## src/rtl/note_track_gen.sv

```systemverilog
`timescale 1ns/1ps
// note_track_gen: four-lane falling-note track generator for a rhythm game.
// Chart beats are accepted over a valid/ready handshake and spawn NOTE_H-row
// notes at row 0 of the selected lanes. Every STEP_DIV clocks the tracks scroll
// down one row. Synchronized key presses landing while a note overlaps the
// judgment window score a hit; a note whose trailing edge leaves the window
// unhit scores a miss.
//
// Ports:
//   clk, rst           clock, asynchronous active-low reset
//   start, pause       level controls (IDLE -> RUN, RUN <-> PAUSE)
//   note_valid         chart beat offered
//   note_lanes[3:0]    lanes receiving a note in the offered beat (0 = rest)
//   note_ready         beat accepted on a cycle with note_valid && note_ready
//   key[3:0]           raw asynchronous lane keys, active-high
//   track0..track3     lane bitmaps, bit y = screen row y (row 0 at top)
//   hit_pulse[3:0]     one-cycle per-lane hit strobes
//   miss_pulse[3:0]    one-cycle per-lane miss strobes
//   score[15:0]        saturating accumulated score
//   combo[9:0]         saturating consecutive-hit count
//   fsm_state[1:0]     current state (0 IDLE, 1 RUN, 2 PAUSE)
//
// Handshake: a beat transfers on any rising edge where note_valid and
// note_ready are both high; note_valid may be held, note_lanes must be stable
// while note_valid is high, and note_ready never depends on note_valid.
module note_track_gen #(
  parameter int TRACK_LEN = 480,
  parameter int NOTE_H    = 16,
  parameter int STEP_DIV  = 250000,
  parameter int HIT_LO    = 424,
  parameter int HIT_HI    = 455
) (
  input  logic                 clk,
  input  logic                 rst,
  input  logic                 start,
  input  logic                 pause,
  input  logic                 note_valid,
  input  logic [3:0]           note_lanes,
  output logic                 note_ready,
  input  logic [3:0]           key,
  output logic [TRACK_LEN-1:0] track0,
  output logic [TRACK_LEN-1:0] track1,
  output logic [TRACK_LEN-1:0] track2,
  output logic [TRACK_LEN-1:0] track3,
  output logic [3:0]           hit_pulse,
  output logic [3:0]           miss_pulse,
  output logic [15:0]          score,
  output logic [9:0]           combo,
  output logic [1:0]           fsm_state
);

  localparam int DIV_W   = $clog2(STEP_DIV + 1);
  localparam int SPAWN_W = $clog2(NOTE_H + 1);
  localparam int GAP_W   = $clog2(2 * NOTE_H + 1);
  // A hit wipes the lane from just below the window bottom (one note height
  // up) to the end of the track; rows below that are kept.
  localparam int KEEP_BITS = HIT_LO - NOTE_H + 1;
  localparam logic [TRACK_LEN-1:0] KEEP_MASK =
    {TRACK_LEN{1'b1}} >> (TRACK_LEN - KEEP_BITS);

  typedef enum logic [1:0] {IDLE = 2'd0, RUN = 2'd1, PAUSE = 2'd2} state_t;

  state_t               state_q, state_d;
  logic                 run;
  logic [DIV_W-1:0]     div_cnt;
  logic                 step_raw, step_pend, step_req, do_step;
  logic [GAP_W-1:0]     gap_cnt;
  logic [SPAWN_W-1:0]   spawn_cnt [4];
  logic [TRACK_LEN-1:0] trk [4];
  logic [3:0]           sync1, sync2, key_prev, rise_q;
  logic [3:0]           hit, miss;
  logic                 hit_any, accept;
  logic [9:0]           combo_n;
  logic [15:0]          score_n;
  logic [16:0]          sum;

  // ---------------- FSM ----------------
  always_ff @(posedge clk or negedge rst) begin
    if (!rst) state_q <= IDLE;
    else      state_q <= state_d;
  end

  always_comb begin
    state_d    = state_q;
    run        = 1'b0;
    note_ready = 1'b0;
    case (state_q)
      IDLE:  if (start) state_d = RUN;
      RUN: begin
        run        = 1'b1;
        note_ready = (gap_cnt == '0);
        if (pause) state_d = PAUSE;
      end
      PAUSE: if (!pause) state_d = RUN;
      default: state_d = IDLE;
    endcase
  end

  assign fsm_state = state_q;

  // ---------------- step / judgment qualifiers ----------------
  assign step_raw = run && (div_cnt == DIV_W'(STEP_DIV - 1));
  assign step_req = step_raw || step_pend;
  assign accept   = note_valid && note_ready;

  always_comb begin
    hit  = '0;
    miss = '0;
    for (int l = 0; l < 4; l++) begin
      hit[l]  = run && rise_q[l] && (|trk[l][HIT_HI:HIT_LO]);
      miss[l] = trk[l][HIT_HI] && !trk[l][HIT_HI-1];
    end
  end

  assign hit_any = |hit;
  // A hit owns the tracks this cycle; any step due now waits one cycle.
  assign do_step = run && step_req && !hit_any;

  // Lanes are credited in index order so each later lane sees the combo
  // already bumped by the earlier ones.
  always_comb begin
    combo_n = combo;
    score_n = score;
    sum     = '0;
    for (int l = 0; l < 4; l++) begin
      if (hit[l]) begin
        sum     = {1'b0, score_n} + ((combo_n >= 10'd10) ? 17'd2 : 17'd1);
        score_n = sum[16] ? 16'hFFFF : sum[15:0];
        if (combo_n != 10'd1023) combo_n = combo_n + 10'd1;
      end
    end
    if (do_step && (|miss)) combo_n = '0;
  end

  // ---------------- datapath ----------------
  always_ff @(posedge clk or negedge rst) begin
    if (!rst) begin
      div_cnt    <= '0;
      step_pend  <= 1'b0;
      gap_cnt    <= '0;
      sync1      <= '0;
      sync2      <= '0;
      key_prev   <= '0;
      rise_q     <= '0;
      hit_pulse  <= '0;
      miss_pulse <= '0;
      combo      <= '0;
      score      <= '0;
      for (int l = 0; l < 4; l++) begin
        spawn_cnt[l] <= '0;
        trk[l]       <= '0;
      end
    end else begin
      sync1    <= key;
      sync2    <= sync1;
      key_prev <= sync2;
      rise_q   <= sync2 & ~key_prev;

      hit_pulse  <= hit;
      miss_pulse <= do_step ? miss : 4'b0000;
      combo      <= combo_n;
      score      <= score_n;

      // Divider and pending step both hold outside RUN.
      if (run) begin
        div_cnt   <= step_raw ? '0 : div_cnt + DIV_W'(1);
        step_pend <= step_req && hit_any;
      end

      if (accept)                        gap_cnt <= GAP_W'(2 * NOTE_H);
      else if (do_step && gap_cnt != '0) gap_cnt <= gap_cnt - GAP_W'(1);

      for (int l = 0; l < 4; l++) begin
        if (accept && note_lanes[l])
          spawn_cnt[l] <= SPAWN_W'(NOTE_H);
        else if (do_step && spawn_cnt[l] != '0)
          spawn_cnt[l] <= spawn_cnt[l] - SPAWN_W'(1);

        if (hit[l])
          trk[l] <= trk[l] & KEEP_MASK;
        else if (do_step)
          trk[l] <= {trk[l][TRACK_LEN-2:0], (spawn_cnt[l] != '0)};
      end
    end
  end

  assign track0 = trk[0];
  assign track1 = trk[1];
  assign track2 = trk[2];
  assign track3 = trk[3];

endmodule

```

## config.mk

```make
export PLATFORM = sky130hd
export DESIGN_NAME = note_track_gen
export DESIGN_NICKNAME = d
export VERILOG_FILES = /design/src/rtl/note_track_gen.sv
export SDC_FILE = /design/constraint.sdc
export NUM_CORES = 2
export LEC_CHECK = 0
export CORE_AREA = 4 4 767 769
export DETAILED_ROUTE_END_ITERATION = 12
export DIE_AREA = 0 0 771 773
export GPL_ROUTABILITY_DRIVEN = 0
export PLACE_DENSITY = 0.4
export SLEW_MARGIN = 20
export SYNTH_ARGS = -nofsm -noshare
export SYNTH_HDL_FRONTEND = slang
export SYNTH_SLANG_ARGS = --single-unit
```

## constraint.sdc

```tcl
create_clock -name clk -period 8.2 [get_ports clk]
set_input_delay 2.46 -clock clk [delete_from_list [all_inputs] [get_ports clk]]
set_output_delay 2.46 -clock clk [all_outputs]
set_load 0.02 [all_outputs]
```

---- Word-level counts from Yosys, hierarchy flattened ----
Index checks and enable logic that the tools add are counted.
Widths: inputs -> output; s select.
operators by class
  $lt $le $gt $ge ......................... 4
  bitwise operators ....................... 6
  add/subtract/negate cells ............... 14
  muxes and demuxes ....................... 47
  reductions and logical operators ........ 60
  eq/ne operators ......................... 10
operators by type and width
  cell                   number
  $mux 480               8
  $mux 16                8
  $reduce_or 32->1       4
  $mux 10                9
  $add 16x2->17          4
  $add 10x1->10 const B  4
  $ge 10x4->1 const B    4
  $mux 5                 8
  $ne 10x10->1 const B   4
  $logic_and 1x1->1      27
  $reduce_bool 5->1      4
  $sub 5x1->5 const B    4
  $add 18x1->18 const B  1
  $eq 18x18->1 const B   1
  $mux 18                1
  $reduce_bool 2->1      9
  $mux 2                 7
  $mux 6                 2
  $reduce_and 2->1       4
  $reduce_or 4->1        2
  $logic_not 6->1        1
  $ne 2x2->1 const B     3
  $pmux 2 s3             1
  $reduce_bool 6->1      1
  other kinds (12)       20
word-level totals
  input bits .............................. 13
  bits in registers ....................... 2,017
  output and inout bits ................... 1,957
  logic and storage cells ................. 165

---- Logic depth before layout (Yosys ltp) ----
  word-level depth ........................ 16
  mapped depth ............................ 33
  gate-level depth less buffers ........... 32

---- Worst setup path after synthesis ----
OpenSTA, ideal clock, no wires.
  path kind ............................... register to register
  from .................................... reg trk (netlist bit track0[443])
  to ...................................... reg score[13]
  cell stages (with the launch flop) ...... 28
  buffers on the path ..................... 3
  library setup time ...................... 0.137 ns
  arrival time ............................ 6.284 ns
  required time ........................... 8.063 ns
  clock period less this slack ............ 6.421 ns
  slack ................................... 1.779 ns
  cell sequence ........................... dfrtp_1 -> nor4_2 -> nand4_2 -> o21ai_4 -> inv_2 -> nand2_1 -> nand2_1 -> o21ai_0 -> ha_1 -> o221ai_1 -> a2111oi_1 -> a21oi_1 -> xnor2_1 -> ha_1 -> nand2_1 -> a2111oi_2 -> buf_4 -> nand2_1 -> o31ai_1 -> or3b_1 -> nor4_2 -> o311ai_1 -> fa_1 -> and2_1 -> clkbuf_1 -> nand3b_1 -> buf_2 -> o211ai_1
between the ends
  longest elaborated chain between the ends .. 14
  elaborated cells on any way between the ends .. 27
  classes of those cells .................. add/sub: 5; order compare: 3; eq/ne: 2; mux: 15; reduce/logical: 2
RTL lines
  what                                       RTL line  text
  start, declared                            69        logic [TRACK_LEN-1:0] trk [4];
  start signal, assigned by index            180       trk[l] <= trk[l] & KEEP_MASK;
  start signal, assigned by index            182       trk[l] <= {trk[l][TRACK_LEN-2:0], (spawn_cnt[l] != '0)};
  $reduce_or 32->1 *                         110       hit[l] = run && rise_q[l] && (|trk[l][HIT_HI:HIT_LO]);
  $logic_and 1x1->1 *                        110
  $mux 10                                    126       if (hit[l]) begin
  $ge 10x4->1, or another cell as far along  127       sum = {1'b0, score_n} + ((combo_n >= 10'd10) ? 17'd2 : 17'd1);
  $mux 2 or $mux 10 (tied branches)          127, 129
  $add 16x2->17 or $mux 10 (tied branches)   127, 126
  $mux 16, or another cell as far along      128       score_n = sum[16] ? 16'hFFFF : sum[15:0];
  $mux 16, or another cell as far along      126
  $add 16x2->17 or $mux 10 (tied branches)   127, 126
  $mux 16 or $ge 10x4->1 (tied branches)     128, 127
  $mux 16 or $mux 2 (tied branches)          126, 127
  $add 16x2->17                              127
  $mux 16                                    128
  $mux 16 *                                  126
  named net score_n[13]                      74        logic [15:0] score_n;
  end signal, assigned                       162       score <= score_n;
  end, declared                              47        output logic [15:0] score,
The timed path passes the listed nets; every way through them passes the cells marked *.
A chain may end at the register's enable or synchronous reset.

---- Worst setup path after layout ----
  from .................................... reg trk (netlist bit track0[455])
  to ...................................... reg score[15]
The elaborated chain is that of the path after synthesis.

==> impl_results.md <==
- Mapped cell area: between 0.08 and 0.09 mm²
- #FFs+latches synth: 2017
- Setup Crit Path Kind: reg -> reg
- Met1 usage in global routing: 0.136
- Post-synth EDFFs: 0
- Internal Pwr Total: roughly 17 mW
- Largest stage delay, worst path: 0.44 ns
- CP Capture Type: flop
- Syn Inst Count: 9120
- Finished Cell Area: 0.118 mm²
- Final-stage net count: 11100
- Core Area: 0.581 mm²
- Ranking of synthesized cells by area: dfrtp_1, nand2_1, clkbuf_1, a21oi_1, nor2_1
- H-tree depth: 5
- CP bufs+invs: 2
- Worst endpoint required time: 9.01 ns
- Max-slew violations: 0
- Worst Path Arrival: 8.48 ns
- Final setup violation count: 0
- Leakage: 56.4 nW
- Switching Fraction: 0.235
- F_max: 0.130 GHz
- Final non-filler cell total: 19000
- Worst-margin pin slew: 1.07 ns
- Power consumption: 22.4 mW
- Clock Path Buffers: 4
- # rows: 280
- Root buffer cell: clkbuf_16
- Tcrit/Tclk final: 0.935
- Min Tclk post-route: between 7 and 8 ns
- Number of global-route vias before repair: about 68000
- Clock power share: 0.539
- Final TNS setup: 0 ns
- Synth Net Count: 9163
- Fin Clk Skew: 0.122 ns
- Starting Density: 0.138
- Register area: 0.0505 mm²
- PD cells: 190 mW/mm²
- Global-route wire length before repair: 529 mm
- Clk slew on worst S/H paths: 0.06 ns
- Worst R2R Setup Slack: between 0.5 and 0.6 ns
- Post-Place Cells: about 18000
- Drc violations: 0
- Die Wd: between 700 and 800 µm
- CTS tree: built
- Cell family with most CP delay: simple AND/OR/NAND/NOR gates
- Status: completed
- Yosys top cell area share: 0.630
- Mean Syn Cell Area: 8.78 µm²
- Initial DRT Pass Iterations: 6
- Met2 usage in global routing: 0.209
- Yosys cell types: 105
- Met3 usage: 0.0461
- Remaining Overflow, GRT: 0
- TritonCTS buffer count: 268
- Number of fillers in the final layout: 64600
- Area leader, netlist: dfrtp_1
- Commonest cells post-synth: nand2_1, dfrtp_1, clkbuf_1, a21oi_1, nor2_1
- Post-DP Area: 0.109 mm²
- Grt peak-use layer: met2
- DR iter-0 viols: ~4500
- Hold Fails Final Rpt: 0
- Hold Path Class: reg -> reg
- Post-DP HPWL: 276 mm
- IO Port Bufs: 1969
- Register area share after synthesis: 0.630
- Die H: 773 µm
- Max IR drop VDD: 166 µV
- Antenna violations before repair: 26
- Slew headroom: 0.285
- Total global-route track usage: 0.119
- Drt wl/cell: between 15 and 20 µm
- Sink Count: roughly 2000
- I/O pin cnt: just under 2000
- RSZ-0062 raised after global routing: false
- Layout Area Growth over Synthesis: 47.5%
- Ys async rst share: 1.00
- Hold Slack: around 0.34 ns
- ANT nets after route: 0
- Worst-Skew Late Latency: 0.93 ns
- CP Launch Type: flop
- Ys flop type: dfrtp_1
- Vias per inst: 3.58
- Max Cap Violations: 0
- Reg power frac: 0.447
- CP dominant cell by count: nand2_1
- Final wirelength: ~370 mm
- Top-count cell post-synth: nand2_1
- DR vias: around 68000
- Die area: 0.596 mm²
- Crit-path max FO: 11
- Sw Pwr: 5.27 mW
- Critical-path top delay cell: dfrtp_1
- Multi-input gate area: 0.0277 mm²
- Share of layout cells above drive strength 1: 0.0558
- Yosys warning total: 0
- Largest net degree at the start of global routing: 185
- Logic pwr share: 0.015
-- through the flow --
| step | util | setup slack, ns |
|---|---|---|
| after floorplan | - | 1.78 |
| after CTS | 0.203 | 0.237 |
| after global routing | 0.203 | 0.0211 |
| after global placement | 0.188 | 0.252 |
| final | 0.203 | 0.536 |
| after detailed placement | 0.188 | 0.269 |
-- cell type report --
class | instances | share of cell area
antenna | 12 | 0.000254
multi-input combinational | 6590 | 0.235
clock buffer | 391 | 0.0658
sequential | 2017 | 0.428
tap | 7755 | 0.0822
timing repair buffer | 2110 | 0.179
inverter | 27 | 0.000880
clock inverter | 75 | 0.00980
-- power by group through the flow --
stage | Clock [mW] | Sequential [mW] | Combinational, mW
finish | 12.1 | 10.0 | 0.330
global route | 12.9 | 10.0 | 0.387
CTS | 12.6 | 10.0 | 0.355
detailed placement | 0 | 10.2 | 0.355
global placement | 0 | 10.2 | 0.357
floorplan | 0 | 10.2 | 0.0501
-- cell usage in the layout (no fill, tap or decap), types with 11 or more instances in the layout --
master	netlist	routed
and2_1	14	14
dfrtp_1	2017	2017
buf_12	0	28
buf_4	3	120
and4_1	17	17
a21o_1	17	17
nor2b_1	15	15
clkbuf_8	0	56
nand3_1	34	34
nand2b_1	13	13
nor2_1	104	104
clkbuf_16	0	270
bufinv_16	0	14
mux2i_1	19	19
nand2_1	5560	5560
nand4_1	17	17
clkinv_16	0	11
mux2_2	11	11
nor3_1	35	34
ha_1	26	25
o21ai_0	38	37
xor2_1	15	15
o211ai_1	13	13
nor4_2	12	14
clkinv_2	0	29
and3_1	13	13
a21oi_1	321	321
nor4_1	40	38
inv_1	24	24
xnor2_1	36	35
clkbuf_1	471	65
a211oi_1	18	18
diode_2	0	12
a31oi_1	17	17
clkdlybuf4s50_1	0	1961
-- timing repair --
action                                 CTS  global route
setup endpoints to repair                0            15
endpoints found under the hold margin    0             0
buffers inserted                         0             3
hold buffers                             0             0
resized for setup                        0             6
-- final timing paths --
| kind | startpoint | to | cells past startpoint |
|---|---|---|---|
| worst max-delay path | track0[455]$_DFFE_PN0P_ | score[15]$_DFF_PN0_ | 27 |
| worst min-delay path | sync1[1]$_DFF_PN0_ | sync2[1]$_DFF_PN0_ | 0 |
| worst max register to register | track0[455]$_DFFE_PN0P_ | score[15]$_DFF_PN0_ | 27 |
| worst min register to register | sync1[1]$_DFF_PN0_ | sync2[1]$_DFF_PN0_ | 0 |
| max in group asynchronous | rst | track3[329]$_DFFE_PN0P_ | 3 |
| min in group asynchronous | rst | track0[436]$_DFFE_PN0P_ | 1 |
-- sequential cells by signal, indices dropped and copies added (netlist names), 6 cells and up --
| register | cells |
|---|---|
| track1 | 480 |
| div_cnt | 18 |
| spawn_cnt | 20 |
| score | 16 |
| track3 | 480 |
| gap_cnt | 6 |
| combo | 10 |
| track0 | 480 |
| track2 | 480 |
-- cell families (layout without fill, tap and decap cells) --
logic type                 count (synthesis)  in the layout  share of synthesized area
DFF                                     2017           2017                      0.630
buffers and inverters                    513           2603                     0.0244
and+or+nand+nor                         5940           5940                      0.290
xor gates and xnor gates                  52             52                    0.00586
other                                      0             12                          0
AOI/OAI and AO/OA                        536            536                     0.0404
muxes                                     32             32                    0.00420
adders and majority gates                 30             30                    0.00506
-- worst register-to-register path: stages, from the launching register on --
cell and delay (ns):
dfrtp_1 0.44, nor4_2 0.37, nand4_2 0.35, o21ai_4 0.26, clkinv_2 0.08, nand2_1 0.12, nand2_1 0.06, o21ai_0 0.27
ha_2 0.38, o221ai_1 0.15, a2111oi_1 0.42, a21oi_1 0.30, xnor2_2 0.33, ha_1 0.33, nand2_1 0.10, a2111oi_2 0.30
buf_4 0.23, nand2_1 0.11, o31ai_2 0.35, or3b_1 0.43, nor4_2 0.36, o311ai_1 0.28, ha_1 0.36, a21o_1 0.16
nand2_1 0.24, nor2_1 0.24, nor4b_1 0.34, mux2i_1 0.23
-- routing by layer --
metal / up-vias / part of all wire
met5: - / 0.000035
met2: 1903 / 0.49
met1: 33300 / 0.38
met3: 410 / 0.093
met4: 2 / 0.028
li1: 32300 / -
(Power assumes the default switching activity.)
